[config.mk]
export PLATFORM = sky130hd
export DESIGN_NAME = dmem_arbiter
export DESIGN_NICKNAME = d
export VERILOG_FILES = /design/src/rtl/dmem_arbiter.sv
export SDC_FILE = /design/constraint.sdc
export NUM_CORES = 1
export LEC_CHECK = 0
export CORE_AREA = 3 3 117 119
export CTS_CLUSTER_DIAMETER = 50
export CTS_CLUSTER_SIZE = 14
export DETAILED_ROUTE_END_ITERATION = 8
export DIE_AREA = 0 0 120 122
export PLACE_DENSITY = 0.72
export SYNTH_ARGS = -nofsm -noshare
export SYNTH_HDL_FRONTEND = slang
export SYNTH_SLANG_ARGS = --single-unit
[constraint.sdc]
create_clock -name clk -period 2.5 [get_ports clk]
set_clock_uncertainty 0.2 [all_clocks]
set_input_delay 0.5 -clock clk [delete_from_list [all_inputs] [get_ports clk]]
set_output_delay 0.5 -clock clk [all_outputs]
set_load 0.01 [all_outputs]
[src/rtl/dmem_arbiter.sv]
// Two-port data-memory arbiter: the pipeline (port 0) has priority, and the
// DMA/debug port (port 1) is forced through after STARVE_LIMIT denied cycles.
module dmem_arbiter #(
  parameter int WIDTH        = 32,
  parameter int STARVE_LIMIT = 4,
  parameter int DEPTH_WORDS  = 512
) (
  input  logic             clk,
  input  logic             rst,
  // Port 0: pipeline MEM stage
  input  logic             req0,
  input  logic             we0,
  input  logic [WIDTH-1:0] adr0,
  input  logic [WIDTH-1:0] wdata0,
  output logic             gnt0,
  output logic             stall0,
  output logic [WIDTH-1:0] rdata0,
  output logic             rvalid0,
  // Port 1: DMA / debug
  input  logic             req1,
  input  logic             we1,
  input  logic [WIDTH-1:0] adr1,
  input  logic [WIDTH-1:0] wdata1,
  output logic             gnt1,
  output logic             err1,
  output logic [WIDTH-1:0] rdata1,
  output logic             rvalid1,
  // Single-port data memory
  output logic             mem_read,
  output logic             mem_write,
  output logic [WIDTH-1:0] mem_adr,
  output logic [WIDTH-1:0] mem_wdata,
  input  logic [WIDTH-1:0] mem_rdata
);

  typedef enum logic [1:0] {
    GRANT_NONE,
    GRANT_P0,
    GRANT_P1
  } grant_e;

  localparam logic [3:0]       LIMIT = 4'(STARVE_LIMIT);
  localparam logic [WIDTH-1:0] DEPTH = WIDTH'(DEPTH_WORDS);

  logic [3:0]       starve_cnt_q, starve_cnt_d;
  logic             rvalid0_q, rvalid1_q, err1_q;
  logic [WIDTH-1:0] rdata0_q, rdata1_q;

  grant_e grant;
  logic   force1;
  logic   oor1;

  assign force1 = req1 && (starve_cnt_q == LIMIT);
  assign oor1   = (adr1 >> 2) >= DEPTH;

  // NOTE: every always_comb output gets a default first, so no path can
  // leave a variable unassigned and infer a latch.
  always_comb begin
    grant        = GRANT_NONE;
    starve_cnt_d = 4'd0;
    if (req1 && (!req0 || force1)) begin
      grant = GRANT_P1;
    end else if (req0) begin
      grant = GRANT_P0;
    end
    // A waiting port-1 request counts up until it is forced through.
    if (req1 && grant != GRANT_P1) begin
      starve_cnt_d = (starve_cnt_q < LIMIT) ? starve_cnt_q + 4'd1 : LIMIT;
    end
  end

  assign gnt0   = (grant == GRANT_P0);
  assign gnt1   = (grant == GRANT_P1);
  assign stall0 = req0 && !gnt0;

  always_comb begin
    mem_read  = 1'b0;
    mem_write = 1'b0;
    mem_adr   = '0;
    mem_wdata = '0;
    unique case (grant)
      GRANT_P0: begin
        mem_adr   = adr0;
        mem_wdata = wdata0;
        mem_read  = !we0;
        mem_write = we0;
      end
      GRANT_P1: begin
        mem_adr   = adr1;
        mem_wdata = wdata1;
        // Out-of-range port-1 accesses are granted but never reach memory.
        mem_read  = !we1 && !oor1;
        mem_write = we1 && !oor1;
      end
      default: ;
    endcase
  end

  // NOTE: sequential state uses non-blocking (<=) so every register sees the
  // pre-edge values of the others.
  always_ff @(posedge clk or negedge rst) begin
    if (!rst) begin
      starve_cnt_q <= 4'd0;
      rvalid0_q    <= 1'b0;
      rvalid1_q    <= 1'b0;
      err1_q       <= 1'b0;
      rdata0_q     <= '0;
      rdata1_q     <= '0;
    end else begin
      starve_cnt_q <= starve_cnt_d;
      rvalid0_q    <= gnt0 && !we0;
      rvalid1_q    <= gnt1 && !we1 && !oor1;
      err1_q       <= gnt1 && oor1;
      if (gnt0 && !we0) begin
        rdata0_q <= mem_rdata;
      end
      if (gnt1 && !we1 && !oor1) begin
        rdata1_q <= mem_rdata;
      end
    end
  end

  assign rdata0  = rdata0_q;
  assign rvalid0 = rvalid0_q;
  assign rdata1  = rdata1_q;
  assign rvalid1 = rvalid1_q;
  assign err1    = err1_q;

endmodule

# == Word level (Yosys, flattened, before mapping) ==
# Cells that the tools add are included.
# word_totals
inputBits,166
regBits,71
word_cells,37
# op_classes
add_sub_neg,1
muxes,8
n_reduce_logical,16
n_eq_ne,4
n_lt_le_gt_ge,2
# op_table
op,count
$pmux 32 s2,2
$ge 30x10->1 const B,1
$logic_and 1x1->1,10
$mux 4,2
$logic_not 1->1,5
$add 4x1->4 const B,1
$eq 4x3->1 const B,1
$lt 4x3->1 const B,1
$pmux 1 s2,2
$eq 2x1->1 const B,1
$eq 2x2->1 const B,1
$mux 2,1
$ne 2x2->1 const B,1
$logic_or 1x1->1,1
$mux 1,1

# == Longest topological paths before layout ==
# depth
ltp_word,8
ltp_mapped,8

# == Worst setup path after synthesis ==
# Ideal clock, no wire load.
# synth_path
kind,input-to-output
startpoint,input adr1[25]
endpoint,output mem_read
t_required_ns,1.800
stages,6
setup_slack_ns,0.039
arrival_time_ns,1.761
cell_sequence,or4_4 > nor3_2 > and4bb_1 > buf_6 > buf_12 > or2_2
# synth_between
elab_chain_cells,4
# synth_rtl
item,line,source
"start, declared",22,"input logic [WIDTH-1:0] adr1,"
$ge 30x10->1,54,assign oor1 = (adr1 >> 2) >= DEPTH;
$logic_not 1->1,92,mem_read = !we1 && !oor1;
$logic_and 1x1->1,92,
$pmux 1 s2,81,unique case (grant)
"end, declared",29,"output logic mem_read,"
# Every way passes these cells.

# == Final worst setup path ==
# layout_path
startpoint,input adr1[27]
endpoint,output mem_read
# The elaborated chain is that of the path after synthesis.

==> metrics.md <==
| Metric | Value |
|---|---|
| Via Count | 4,371 |
| First-pass DRT Iterations | 4 |
| F_max | 363 MHz |
| Mapped Area | 3800 sq um |
| First-pass GRT wire length | between 20,000 and 25,000 microns |
| Failing checks | negative setup slack |
| Antenna viol nets, final | 0 |
| Starting Density | 30.0% |
| CTS tree | built |
| RSZ-0062 raised after global routing | yes |
| Commonest cells after routing, fill and taps aside | clkdlybuf4s50_1, nand2_1, dfrtp_1 |
| Worst EP arrival | just over 2 ns |
| Clock root buffer master | clkbuf_16 |
| Run status | finished, violations left |
| Io pins | 302 |
| Top_reg_cell synth | dfrtp_1 |
| Largest area contributor in the netlist | dfrtp_1 |
| Die Span Y | 122 microns |
| Number of global-route vias before repair | 4,316 |
| EDFF count, synth | 0 |
| Leak pwr | between 3 and 4 nW |
| Fraction of layout cells with a size suffix above 1 | 37.8% |
| Crit end category | primary output |
| Largest net degree at the start of global routing | between 40 and 50 |
| Slew Limit Fails | 0 |
| ANT cells | 0 |
| Clock Pin Slew Worst Setup and Hold Paths | approximately 0.06 ns |
| Worst Path Buf+Inv | 2 |
| IO Port Bufs | 301 |
| Hold violation total from the final report | 0 |
| Syn_area_per_cell | 9.78 sq um |
| Crit-path cells | dlygate4sd2_1 > or4_4 > nor3_4 > and4bb_2 > or2_4 > buf_6 |
| H-tree Lvls | 3 |
| Async set-or-reset flop fraction in the synthesized netlist | 100% |
| Setup crit start kind | primary input |
| Hold WC Path Type | register to register |
| Worst Path Class, Setup | primary input to primary output |
| Synth unique cells | 32 |
| GP Congestion | 0.817 |
| Clock Tree Buf Depth | 2 |
| Syn-to-layout area delta | 111% |
| Slew @ Worst Pin | 0.595 ns |
| Required @ worst endpoint | 1.80 ns |
| Crit Path Max Fanout | 2 |
| Vias/cell | 4.80 |
| Synthesized Nets | 557 |
| Cells after Synth | 389 |
| Gr ovfl total | 0 |
| Commonest non-fill, non-tap cell in the layout | clkdlybuf4s50_1 |
| Yosys warns | 0 |
| Pwr dens | 469 nW/um^2 |
| Sink Count | 71 |
| Seq/Total Area, Yosys | 46.7% |
| Max incr delay on CP | between 0.5 and 0.6 ns |
| Hold WS | around 0.29 ns |
| Worst vdd ir | 0.000271 V |
| Initial DRC Count | 215 |
| Max cap viols | 0 |
| PnR worst setup slack | -0.254 ns |
| CP top delay family | simple AND/OR/NAND/NOR gates |
| Num CTS Buffers | 9 |
| Top cell type's share of synthesized area | 46.7% |
| Die Wd | around 120 microns |
| Routed wire length | 16,700 microns |
| Wire length per cell | 18.3 microns |
| Top cells by area, synth | dfrtp_1, nand2_1, mux2_4 |
| Final Setup Violations | 76 |
| DRC viols | 0 |
| Total chip power | ~3.8 mW |
| Minimum clock period | 2.75 ns |
| Final period util | 110% |
| Place WS | -0.987 ns |
| Die area | 14,600 sq um |
| Antenna violations before repair | 0 |
| GRT Total Usage | about a fifth |
| Util after Layout | 63.2% |
| Yosys reg bits | 71 |
| Number of core rows | 41 |
| Dpl hpwl | 11,900 microns |
| Slowest CP cell | or4_4 |
| Core ar. | 12,700 sq um |
| Insertion delay to the later sink of the worst-skew pair | 0.33 ns |
| Max-slew headroom | 60.3% |
| Nets | 902 |
[cell type report]
type	count	area, sq um
Clock inverter	5	57.6
Sequential cell	71	1780
Timing Repair Buffer	363	3560
Multi-Input combinational cell	286	2150
Inverter	3	11.3
Clock buffer	11	243
Fill cell	1034	4660
Tap cell	172	215
[Yosys cell counts, types with 2 or more instances]
master	count
dfrtp_1	71
nand2_1	130
mux2_4	29
mux2_2	31
ha_1	2
mux2_1	4
o21ai_0	64
nor4_1	5
nor2b_1	3
clkbuf_1	20
nor2_1	4
inv_1	2
buf_2	2
buf_12	3
buf_4	2
[routing by layer]
metal | share of wire (%) | routed length, microns | global-route usage [%] | up-vias
li1 | - | - | - | 2009
met1 | 36 | 6070 | 21.5 | 2125
met4 | 2.4 | 400 | 7.59 | 0
met3 | 7.7 | 1280 | 5.29 | 27
met5 | 0 | 0 | 0 | -
met2 | 54 | 8940 | 36.7 | 210
[metrics by stage]
step | area (sq um) | cells | TNS, ns
finish | 8010 | 911 | -11.86
global route | 8010 | 911 | -19.47
CTS | 7420 | 892 | -14.08
floorplan | 3800 | 389 | 0
detailed placement | 7140 | 864 | -60.09
global placement | 7140 | 864 | -57.38
[flip-flops by register name, indices dropped and copies added, names as in the netlist]
register,cells
err1,1
rdata0,32
rdata1,32
rvalid0,1
rvalid1,1
starve_cnt_q,4
[cell families (layout without fill, tap and decap cells)]
family	after synthesis	after routing	synth area share (%)
AO/OA/AOI/OAI	67	67	9.11
adder cells (fa/ha/maj)	2	2	0.658
buffers and inverters	32	382	4.90
flip-flops	71	71	46.7
multiplexers	64	64	21.8
other	1	1	0.0986
AND/OR/NAND/NOR	152	152	16.7
[path summary, 6_finish.rpt]
kind	from	to	slack [ns]	cells after the start
max	adr1[27]	mem_read	-0.25	6
min	rdata0[14]$_DFFE_PN0P_	rdata0[14]$_DFFE_PN0P_	0.29	1
max reg2reg	starve_cnt_q[1]$_DFF_PN0_	rdata1[4]$_DFFE_PN0P_	0	10
min reg2reg	rdata0[14]$_DFFE_PN0P_	rdata0[14]$_DFFE_PN0P_	0.29	1
max in group asynchronous	rst	starve_cnt_q[1]$_DFF_PN0_	0.93	3
min in group asynchronous	rst	rdata1[26]$_DFFE_PN0P_	0.51	2
[where the power goes]
part           total (mW)  internal [mW]  switching [mW]  leakage (nW)
clock network        1.27          0.799           0.468         0.149
logic                1.19          0.711           0.482          2.56
registers            1.30           1.25          0.0497         0.916
total                3.76           2.76            1.00          3.62
[timing repair]
action,4_1_cts,5_1_grt
buffers inserted,8,12
pin swaps,9,37
gates cloned,3,11
hold endpoints to repair,24,0
hold buffers,1,0
setup endpoints to repair,101,71
resized for setup,341,163
Power figures use the tool's default switching activity.
